--- src/rtl/uart_tx_fifo.sv ---
// uart_tx_fifo: byte FIFO feeding a UART transmitter.
// Frame = start(0), 8 data bits MSB first, stop(1), no parity.
// Each line bit lasts CLKS_PER_BIT clocks. A byte is popped into the
// shift register one cycle after it lands in an empty FIFO; consecutive
// frames run back to back with no idle gap.
module uart_tx_fifo #(
  parameter int CLKS_PER_BIT = 1992,
  parameter int FIFO_WIDTH   = 4
) (
  input  logic                  CLK,
  input  logic                  RST,
  input  logic [7:0]            in_data,
  input  logic                  in_valid,
  output logic                  in_ready,
  output logic                  UART_TX,
  output logic                  busy,
  output logic [FIFO_WIDTH:0]   fifo_count
);

  localparam int DEPTH  = 1 << FIFO_WIDTH;
  localparam int BAUD_W = (CLKS_PER_BIT > 1) ? $clog2(CLKS_PER_BIT) : 1;

  localparam logic [BAUD_W-1:0]   BAUD_LAST  = BAUD_W'(CLKS_PER_BIT - 1);
  localparam logic [FIFO_WIDTH:0] FULL_COUNT = (FIFO_WIDTH + 1)'(DEPTH);

  typedef enum logic [1:0] {
    IDLE,
    START,
    DATA,
    STOP
  } state_t;

  // FIFO storage and bookkeeping
  logic [7:0]            mem [DEPTH];
  logic [FIFO_WIDTH-1:0] wr_ptr;
  logic [FIFO_WIDTH-1:0] rd_ptr;
  logic [FIFO_WIDTH:0]   count_q;
  logic                  push;
  logic                  pop;
  logic                  fifo_empty;

  // Transmitter state
  state_t              state_q, state_d;
  logic [BAUD_W-1:0]   baud_q, baud_d;
  logic [2:0]          bit_idx_q, bit_idx_d;
  logic [7:0]          shift_q, shift_d;
  logic                tx_q, tx_d;
  logic                baud_done;

  assign fifo_empty = (count_q == '0);
  assign in_ready   = (count_q != FULL_COUNT);
  assign push       = in_valid && in_ready;
  assign baud_done  = (baud_q == BAUD_LAST);

  // Write the incoming byte into the slot addressed by the write pointer.
  // NOTE: the storage array is deliberately left out of reset; the count and
  // pointers decide what is valid, and a resettable RAM would cost flops.
  always_ff @(posedge CLK) begin
    if (push) begin
      mem[wr_ptr] <= in_data;
    end
  end

  // Pointer and occupancy update; push and pop together leave the count alone.
  // NOTE: every sequential assignment is non-blocking so all flops sample the
  // pre-edge values, regardless of statement order.
  always_ff @(posedge CLK) begin
    if (RST) begin
      wr_ptr  <= '0;
      rd_ptr  <= '0;
      count_q <= '0;
    end else begin
      if (push) begin
        wr_ptr <= wr_ptr + FIFO_WIDTH'(1);
      end
      if (pop) begin
        rd_ptr <= rd_ptr + FIFO_WIDTH'(1);
      end
      case ({push, pop})
        2'b10:   count_q <= count_q + (FIFO_WIDTH + 1)'(1);
        2'b01:   count_q <= count_q - (FIFO_WIDTH + 1)'(1);
        default: count_q <= count_q;
      endcase
    end
  end

  // Transmitter registers; reset truncates any frame and idles the line high.
  always_ff @(posedge CLK) begin
    if (RST) begin
      state_q   <= IDLE;
      baud_q    <= '0;
      bit_idx_q <= '0;
      shift_q   <= '0;
      tx_q      <= 1'b1;
    end else begin
      state_q   <= state_d;
      baud_q    <= baud_d;
      bit_idx_q <= bit_idx_d;
      shift_q   <= shift_d;
      tx_q      <= tx_d;
    end
  end

  // Next-state and next-line-value logic for the frame sequencer.
  // NOTE: every signal gets a default before the case so no path leaves one
  // unassigned, which would otherwise infer a latch.
  always_comb begin
    state_d   = state_q;
    baud_d    = baud_q;
    bit_idx_d = bit_idx_q;
    shift_d   = shift_q;
    tx_d      = tx_q;
    pop       = 1'b0;

    case (state_q)
      IDLE: begin
        tx_d = 1'b1;
        if (!fifo_empty) begin
          pop     = 1'b1;
          shift_d = mem[rd_ptr];
          tx_d    = 1'b0;
          baud_d  = '0;
          state_d = START;
        end
      end

      START: begin
        if (baud_done) begin
          tx_d      = shift_q[7];
          baud_d    = '0;
          bit_idx_d = '0;
          state_d   = DATA;
        end else begin
          baud_d = baud_q + BAUD_W'(1);
        end
      end

      DATA: begin
        if (baud_done) begin
          baud_d = '0;
          if (bit_idx_q == 3'd7) begin
            tx_d    = 1'b1;
            state_d = STOP;
          end else begin
            shift_d   = {shift_q[6:0], 1'b0};
            tx_d      = shift_q[6];
            bit_idx_d = bit_idx_q + 3'd1;
          end
        end else begin
          baud_d = baud_q + BAUD_W'(1);
        end
      end

      STOP: begin
        if (baud_done) begin
          baud_d = '0;
          if (!fifo_empty) begin
            // Chain straight into the next frame with no idle gap.
            pop     = 1'b1;
            shift_d = mem[rd_ptr];
            tx_d    = 1'b0;
            state_d = START;
          end else begin
            tx_d    = 1'b1;
            state_d = IDLE;
          end
        end else begin
          baud_d = baud_q + BAUD_W'(1);
        end
      end

      default: begin
        tx_d    = 1'b1;
        state_d = IDLE;
      end
    endcase
  end

  assign UART_TX    = tx_q;
  assign busy       = (state_q != IDLE) || !fifo_empty;
  assign fifo_count = count_q;

endmodule

--- config.mk ---
export PLATFORM = sky130hd
export DESIGN_NAME = uart_tx_fifo
export DESIGN_NICKNAME = d
export VERILOG_FILES = /design/src/rtl/uart_tx_fifo.sv
export SDC_FILE = /design/constraint.sdc
export NUM_CORES = 1
export LEC_CHECK = 0
export CORE_UTILIZATION = 65
export CTS_CLUSTER_SIZE = 25
export DETAILED_ROUTE_END_ITERATION = 7
export HOLD_SLACK_MARGIN = 0.06
export PLACE_DENSITY = 0.8
export SETUP_SLACK_MARGIN = 0.3
export SLEW_MARGIN = 20
export SYNTH_ARGS = -nofsm -noshare
export SYNTH_HDL_FRONTEND = slang
export SYNTH_SLANG_ARGS = --single-unit
--- constraint.sdc ---
create_clock -name CLK -period 6.99 [get_ports CLK]
set_clock_uncertainty 0.05 [all_clocks]
set_input_delay 1.398 -clock CLK [delete_from_list [all_inputs] [get_ports CLK]]
set_output_delay 1.398 -clock CLK [all_outputs]
set_load 0.01 [all_outputs]
# Word-level counts from Yosys, hierarchy flattened
# Memory sizes are Yosys's and may differ from the RTL's. A register that Yosys moved wholly into a read port is not among the register bits.
# Index checks and enable logic that the tools add are counted.
# totals
ram_bits,128
memories,1
regBits,38
output_inout_bits,8
in_bits,11
# op_classes
n_eq_ne,14
n_reduce_logical,14
n_mux,33
n_addsub,6
# mem_list
memory,depth,word_bits,read_ports,rd_ports_with_merged_regs,wr,line,rtl
mem,16,8,1,1,1,34,logic [7:0] mem [DEPTH];
# ops
cell,count
two-way mux 8 bit,4
one-hot mux 8 bit (3 select lines),1
two-way mux 11 bit,2
one-hot mux 11 bit (2 select lines),1
"inequality test 2 bit, second input constant",6
"adder 11 x 1 -> 11 bit, second input constant",1
"equality test 11 bit, second input constant",1
two-way mux 1 bit,10
two-way mux 2 bit,5
one-hot mux 5 bit (2 select lines),1
two-way mux 3 bit,3
"adder 4 x 1 -> 4 bit, second input constant",2
two-way mux 4 bit,2
one-hot mux 2 bit (4 select lines),1
AND reduction 4 bit,2
"equality test 2 bit, second input constant",3
one-hot mux 3 bit (2 select lines),1
nonzero test 2 bit,3
"adder 5 x 1 -> 5 bit, second input constant",1
logical NOT 5 bit,1
"inequality test 5 bit, second input constant",1
AND reduction 5 bit,1
"subtractor 5 x 1 -> 5 bit, second input constant",1
"equality test 2 x 1 -> 1 bit, second input constant",2
11 further kinds,11

# Logic depth before layout (Yosys ltp)
# depth
word_depth,6
depth_mapped,15
mapped_depth_nobuf,13

# Worst setup path after synthesis
# No wires, ideal clock.
# synth_path
kind,input-to-reg
startpoint,input in_valid
endpoint,"register count_q[4], in the netlist fifo_count[4]"
cell_stages,11
path_slack_ns,3.360
setup_time_ns,0.117
n_path_buf,1
t_arrival_ns,3.463
cell_sequence,a21boi_1 inv_1 ha_1 clkbuf_1 xor2_1 ha_1 o21a_1 o21ai_0 a21boi_0 o211ai_1 nand2_1
# synth_via
elab_chain_len,3
# synth_rtl
element,line,rtl
"start, declared",13,"input logic in_valid,"
logical AND 1 bit *,52,assign push = in_valid && in_ready;
equality test 2 x 1 -> 1 bit or equality test 2 bit (tied branches),79,"case ({push, pop})"
one-hot mux 5 bit (2 select lines) or nonzero test 2 bit (tied branches),-,
"end signal, assigned",80,2'b10: count_q <= count_q + (FIFO_WIDTH + 1)'(1);
"end signal, assigned",81,2'b01: count_q <= count_q - (FIFO_WIDTH + 1)'(1);
"end signal, assigned",82,default: count_q <= count_q;
"end, declared",37,logic [FIFO_WIDTH:0] count_q;
# Every way passes the cells marked *; elsewhere a longest branch is shown, timed or not.
# A chain may end at the register's enable or synchronous reset.

# Worst setup path after layout
# Ends and elaborated chain as after synthesis.

==> results.md <==
- The slowest cell on the critical path is sky130_fd_sc_hd__a21boi_1.
- The worst register-to-register path ends at fifo_count[4].
- The repair_antennas step left the layout with diodes totalling 0.
- After detailed placement, the design holds a cell count of 648.
- The path depth of the worst reg2reg path is 13.
- The startpoint identified for the worst hold timing path is bit_idx_q[1].
- The wire-length estimate of the detail-placed layout is 8930 um.
- For the worst-skew pair, the clock arrives at the later sink with an insertion delay of 0.43 ns.
- The clock transition at the register clock pins on the worst setup and hold paths after CTS is 0.06 ns.
- In this run, synthesis inferred 128 flip-flops with an integrated enable.
- The hold violation count in the final report came to 0.
- The final weighted congestion in routability-driven placement is 0.762.
- Post-CTS timing repair inserted 0 buffers for setup.
- The CTS root buffer is sky130_fd_sc_hd__clkbuf_16.
- After synthesis, the share of flip-flops with an asynchronous set or reset is 0%.
- In this run the deepest clock path goes through 2 buffers.
- Buffers placed on the I/O ports in this run total 18.
- The number of H-tree levels is 4.
- In the routed design, unresolved DRC markers number 0.
- Subtracting the final worst setup slack from the clock period gives 4.31 ns.
- The library cells used most frequently in the layout, excluding fill and tap cells, are sky130_fd_sc_hd__edfxtp_1, sky130_fd_sc_hd__nor2_1, sky130_fd_sc_hd__dfxtp_1, sky130_fd_sc_hd__nand2_1, sky130_fd_sc_hd__a21oi_1.
- For this run, the register share of the synthesized area comes to 62.3%.
- The floorplan step defined a die boundary enclosing 12000 sq um.
- The mapped netlist covers 7510 sq um.
- The max-slew headroom at the worst pin is 31.5%.
- For the pin with the worst max-slew slack, the measured transition is 1.03 ns.
- The signal on the critical path passes through clkdlybuf4s50_1, a21boi_1, inv_1, ha_1, xor2_1, ha_1, o21a_1, o21ai_0, a21boi_0, o211ai_1, nand2_1.
- The count of yosys warnings during synthesis is 0.
- The pre-antenna-repair detailed-routing pass consisted of 5 iterations.
- Global routing consumed, over all layers together, 27.3% of the routing resources.
- The reg-to-reg startpoint is state_q[0].
- Of the available clock period, the critical path in the final layout requires 61.7%.
- The first global-routing pass estimated 23100 um of wire.
- The gate count after technology mapping is 518.
- The sum of overflow across all layers after global routing is 0.
- After clock tree synthesis, the repair step resized 0 gates.
- The row count is 38.
- The die span in x is 110 um.
- The number of global-route vias before repair came to 4324.
- The cell type group with the largest total delay on the critical path is compound AO/OA/AOI/OAI gates.
- In the final layout, the share of cells above drive strength 1 is 14.6%.
- In the final routed layout, each cell accounts on average for 21.7 um.
- The count of pins over their slew limit is 0.
- Tracing the worst setup path back leads to its startpoint at in_valid.
- The tree built by TritonCTS fans out to 170 sinks.
- Along the worst hold path, the cell count comes to 2.
- The startpoint type of the worst setup path is a primary input.
- Across all layers, the routed design uses 4424 vias.
- The residual antenna-violating net count after detailed routing is 0.
- The final setup violation count is 0.
- Leaving out fill and tap cells, the most frequent cell in the layout is sky130_fd_sc_hd__edfxtp_1.
- The type of element capturing the critical path is a flip-flop.
- Data arrives at the worst endpoint at 4.58 ns.
- The path with the worst hold slack has its endpoint at bit_idx_q[1].
- The critical path data required time is 7.26 ns.
- The setup slack of the worst register-to-register path is 3.44 ns.
- The final net count is 554.
- The starting DRC count in detailed routing is 508.
- VDD sags by at most 0.312 mV.
- Entering global routing, the biggest net connects 54 pins.
- The critical path's largest stage delay is 0.73 ns.
- The worst hold slack after final layout is 0.411 ns.
- Dividing the detail-routed via count by the number of cells gives 6.51.
- A synthesized cell averages 14.5 sq um.
- The area added between synthesis and finish is 10.5%.
- In the final timing run, aggregate negative setup slack is 0 ns.
- 19 I/O pins were placed.
- The most used flip-flop cell after synthesis is sky130_fd_sc_hd__edfxtp_1.
- The tool flagged a number of max-cap violations equal to 0.
- Once the floorplan was initialized, standard cells occupied 68.1% of the core.
- The worst min-delay path category is reg -> reg.
- The maximum net fanout on the critical path is 13.
- Measured along the y axis, the die boundary spans 110 um.
- The net count of the mapped netlist is 545.
- The critical path contains buffers and inverters numbering 2 combined.
- For this block, the routed nets add up to 14800 um of wire.
- In this run the power density over the cells is 379 nW/um^2.
- For this design the static power due to leakage is 2.75 nW.
- The area of the core is 11000 sq um.
- Cells fill 75.2% of the core in the end.
- After synthesis the netlist holds a flip-flop and latch count of 170.
- In this run, post-CTS hold repair placed 0 buffers.
- The filler cell count in the final layout is 665.
- The worst setup path is of the in -> reg kind.
- The run finished with clean final reports.
- Yosys mapped the design onto 64 distinct sky130hd cell types.
- The number of buffers created by CTS is 17.
- The highest attainable clock frequency is 232 MHz.
- TritonCTS built the clock tree.
- Setup repair after global routing left no endpoint under its margin.
- The non-filler instance count after layout is 680.
- The initial antenna violation count is 0.
- The most used cell along the critical path is sky130_fd_sc_hd__ha_1.
==> stage by stage <==
stage	instance area, sq um	setup slack, ns	power (mW)
2_1_floorplan	7510	3.36	2.01
3_3_place_gp	7710	2.51	2.18
3_5_place_dp	7720	2.39	2.22
4_1_cts	8290	2.81	3.15
5_1_grt	8300	2.45	3.30
6_report	8300	2.68	3.15
==> kinds of logic (layout without fill, tap and decap cells) <==
family	after synthesis	in the layout	share of synthesized area (%)
buffers and inverters	47	69	3.16
XOR/XNOR	9	9	1.05
flip-flops	170	170	62.3
AO/OA/AOI/OAI	104	104	10.8
adder cells (fa/ha/maj)	16	16	2.66
AND/OR/NAND/NOR	131	131	9.29
multiplexers	41	41	10.7
==> worst reg2reg max path: stages, from the launching register on <==
cell and delay, ns:
sky130_fd_sc_hd__dfxtp_1 0.36, sky130_fd_sc_hd__inv_1 0.12, sky130_fd_sc_hd__ha_1 0.45, sky130_fd_sc_hd__nor2b_1 0.20, sky130_fd_sc_hd__nand4_1 0.20, sky130_fd_sc_hd__a21oi_2 0.37
sky130_fd_sc_hd__ha_1 0.52, sky130_fd_sc_hd__xor2_1 0.13, sky130_fd_sc_hd__ha_1 0.28, sky130_fd_sc_hd__o21a_1 0.19, sky130_fd_sc_hd__o21ai_0 0.18, sky130_fd_sc_hd__a21boi_0 0.12
sky130_fd_sc_hd__o211ai_1 0.21, sky130_fd_sc_hd__nand2_1 0.07
==> where the power goes <==
group | internal (mW) | switching [mW] | total [mW] | leakage, nW
Clock | 0.528 | 0.394 | 0.922 | 0.277
Sequential | 1.16 | 0.0636 | 1.23 | 1.50
Combinational | 0.411 | 0.586 | 0.998 | 0.972
==> layer usage <==
| metal | routed length (um) | up-vias | share of wire [%] | track usage, % |
|---|---|---|---|---|
| met5 | 0 | - | 0 | 0 |
| met4 | 170 | 0 | 1.2 | 8.67 |
| met3 | 836 | 22 | 5.7 | 7.71 |
| met2 | 7480 | 156 | 51 | 45.5 |
| met1 | 6290 | 2195 | 43 | 34.9 |
| li1 | - | 2051 | - | - |
==> layout make-up <==
| type | count | area, sq um | share of cell area [%] |
|---|---|---|---|
| Timing Repair Buffer | 22 | 205 | 2.47 |
| Tap cell | 140 | 175 | 2.11 |
| Sequential cell | 170 | 4690 | 56.5 |
| Multi-Input combinational cell | 301 | 2610 | 31.4 |
| Clock inverter | 13 | 139 | 1.67 |
| Clock buffer | 19 | 433 | 5.22 |
| Inverter | 15 | 56.3 | 0.678 |
==> sequential cells by signal (all words and copies together), names as in the netlist, named ones only <==
name	cells
mem	128
state_q	2
fifo_count	5
rd_ptr	4
bit_idx_q	3
baud_q	11
UART_TX	1
wr_ptr	4
shift_q	8
==> synthesized netlist by cell type (3+ instances only) <==
cell type / count / area share [%]
sky130_fd_sc_hd__nand4b_1: 3 / 0.35
sky130_fd_sc_hd__xor2_1: 6 / 0.70
sky130_fd_sc_hd__a21oi_1: 21 / 1.4
sky130_fd_sc_hd__nor4b_1: 4 / 0.47
sky130_fd_sc_hd__o211ai_1: 3 / 0.30
sky130_fd_sc_hd__mux2_2: 6 / 0.90
sky130_fd_sc_hd__mux4_2: 14 / 4.2
sky130_fd_sc_hd__ha_1: 16 / 2.7
sky130_fd_sc_hd__a221oi_2: 8 / 1.6
sky130_fd_sc_hd__nand4_1: 6 / 0.50
sky130_fd_sc_hd__o21ai_0: 12 / 0.80
sky130_fd_sc_hd__edfxtp_1: 128 / 51
sky130_fd_sc_hd__mux4_1: 13 / 4.5
sky130_fd_sc_hd__a211o_1: 7 / 0.82
sky130_fd_sc_hd__nand2b_1: 4 / 0.33
sky130_fd_sc_hd__mux2i_1: 8 / 1.1
sky130_fd_sc_hd__nand3_1: 4 / 0.27
sky130_fd_sc_hd__xnor2_1: 3 / 0.35
sky130_fd_sc_hd__nand2_1: 22 / 1.1
sky130_fd_sc_hd__buf_6: 4 / 0.60
sky130_fd_sc_hd__dfxtp_1: 42 / 11
sky130_fd_sc_hd__nand3b_1: 3 / 0.30
sky130_fd_sc_hd__clkbuf_1: 18 / 0.90
sky130_fd_sc_hd__o22ai_1: 6 / 0.50
sky130_fd_sc_hd__nor3_1: 6 / 0.40
sky130_fd_sc_hd__a211oi_1: 10 / 1.0
sky130_fd_sc_hd__and3_1: 5 / 0.42
sky130_fd_sc_hd__nor3b_1: 4 / 0.40
sky130_fd_sc_hd__a31oi_1: 4 / 0.33
sky130_fd_sc_hd__inv_1: 15 / 0.75
sky130_fd_sc_hd__nor2b_1: 9 / 0.75
sky130_fd_sc_hd__nor2_1: 47 / 2.3
sky130_fd_sc_hd__buf_2: 6 / 0.40
sky130_fd_sc_hd__a311oi_1: 4 / 0.47
sky130_fd_sc_hd__and2_1: 5 / 0.42
sky130_fd_sc_hd__a31o_2: 7 / 0.82
==> worst max-delay path by stage <==
stage / cells after the start / slack [ns] / end
2_1_floorplan: 11 / 3.36 / fifo_count[4]
3_3_place_gp: 11 / 2.51 / fifo_count[4]
3_5_place_dp: 11 / 2.39 / fifo_count[4]
4_1_cts: 11 / 2.81 / fifo_count[4]
5_1_grt: 11 / 2.45 / fifo_count[4]
6_report: 11 / 2.68 / fifo_count[4]
Power figures use the tool's default switching activity.
==> edit (config.mk and constraints unchanged) <==
The parameter `FIFO_WIDTH` goes from 4 to 5.
--- a/src/rtl/uart_tx_fifo.sv
+++ b/src/rtl/uart_tx_fifo.sv
@@ -5,7 +5,7 @@
 // frames run back to back with no idle gap.
 module uart_tx_fifo #(
   parameter int CLKS_PER_BIT = 1992,
-  parameter int FIFO_WIDTH   = 4
+  parameter int FIFO_WIDTH   = 5
 ) (
   input  logic                  CLK,
   input  logic                  RST,
Interface: changed (resized fifo_count); port bits go from 19 to 20. No check against the original RTL was run, so the function may have changed too.
==> edit against the unedited design <==
Critical path depth down 6; area after synthesis up 66%; setup slack worse by 220 ps; design area up 66%; routed wire length up 81%; sequential cell count up 132; global-route usage up 1.1 points; total power up 48%; fmax down 4.9%; via count up 59%; clock power up 72%.
==> edit: results (changes against the unedited design) <==
clock_network:
  ctsHtreeMaxLevel: 1  # -3
  clk_path_buf_depth: 3  # +1
  cts_buffers: 29  # +12
  clk_latency_ps: 560  # +130 ps
placement:
  place_congestion: 0.853  # +12%
  hpwl_um: 15400  # +73%
  dpl-instance-area_mm2: 0.0128  # +66%
  portBuffers: 19  # +1
routing:
  drt-total-wl_um: 26700  # +81%
  dr_wl_met3_um: 2310  # +180%
  drt-vias-per-instance: 6.88  # +5.7%
  wl_met1_um: 10200  # +62%
  drt_iter0_drc: 785  # +55%
critical_path:
  cp_max_fo: 14  # +1
  cp_data_arrival_time_ps: 3080  # -1500 ps
  slowest_delay_ps: 640  # -90 ps
  reg2reg_slack_ps: 3160  # -280 ps
  endpoint: "busy"
  start_kind: "register"
  rr_startpoint: "baud_q[3]$_SDFFE_PP0P_"
  path_delay_family: "simple AND/OR/NAND/NOR gates"
finish:
  largest_reg_flops: 256  # +100%
  drive_above_1_share: 0.182  # +0.0354
  num-nets-final: 791  # +43%
  top_regs: "mem x256, baud_q x11, shift_q x8"
run_status:
  status: "finished clean"
sta:
  slew-limit-headroom: 0.351  # +0.0362
power_and_ir_drop:
  p_seq_frac: 0.448  # +0.058
  peakVddDrop_uv: 232  # -26%
  p_int_mw: 3.40  # +62%
  combPwrFrac: 0.210  # -0.107
synthesis:
  synthTopCellsByArea: "edfxtp_1, mux4_2, dfxtp_1, nor2_1, mux2i_1"
  ys_types: 54  # -16%
min_path:
  hp-start: "baud_q[1]$_SDFFE_PP0P_"
grt:
  grt_usage: 0.284  # +0.0109
  grt_pass1_wl_um: 41400  # +79%
  grt_max_degree: 65  # +20%
edit: per-stage QoR:
stage,utilization,std cells,hold slack [ps],power (mW),setup WS [ps]
global placement,0.683,968,414,3.04,2920
finish,0.733,1021,444,4.66,2460
CTS,0.734,1021,443,4.67,2490
detailed placement,0.683,968,433,3.08,2780
floorplan,-,755,399,2.82,3590
global route,0.733,1021,467,4.82,2200
edit: area by class of cell:
cell class	instances	area (µm²)
clock buffer	33	741
tap	234	293
fill	1053	5020
clock inverter	20	224
sequential	302	8610
inverter	12	45.0
timing repair buffer	23	180
multi-input combinational	397	3650
edit: kinds of logic after synthesis:
family          synth area share
xor+xnor                 0.00701
fa+ha+maj                 0.0150
simple gates              0.0830
mux                        0.154
compound gates            0.0331
flops                      0.689
buf+inv                   0.0193
edit: per-layer routing:
metal  global-route usage  up-vias
li1                     -     3021
met1                0.388     3518
met2                0.459      408
met3               0.0533       75
met4                0.114        0
met5                    0        -
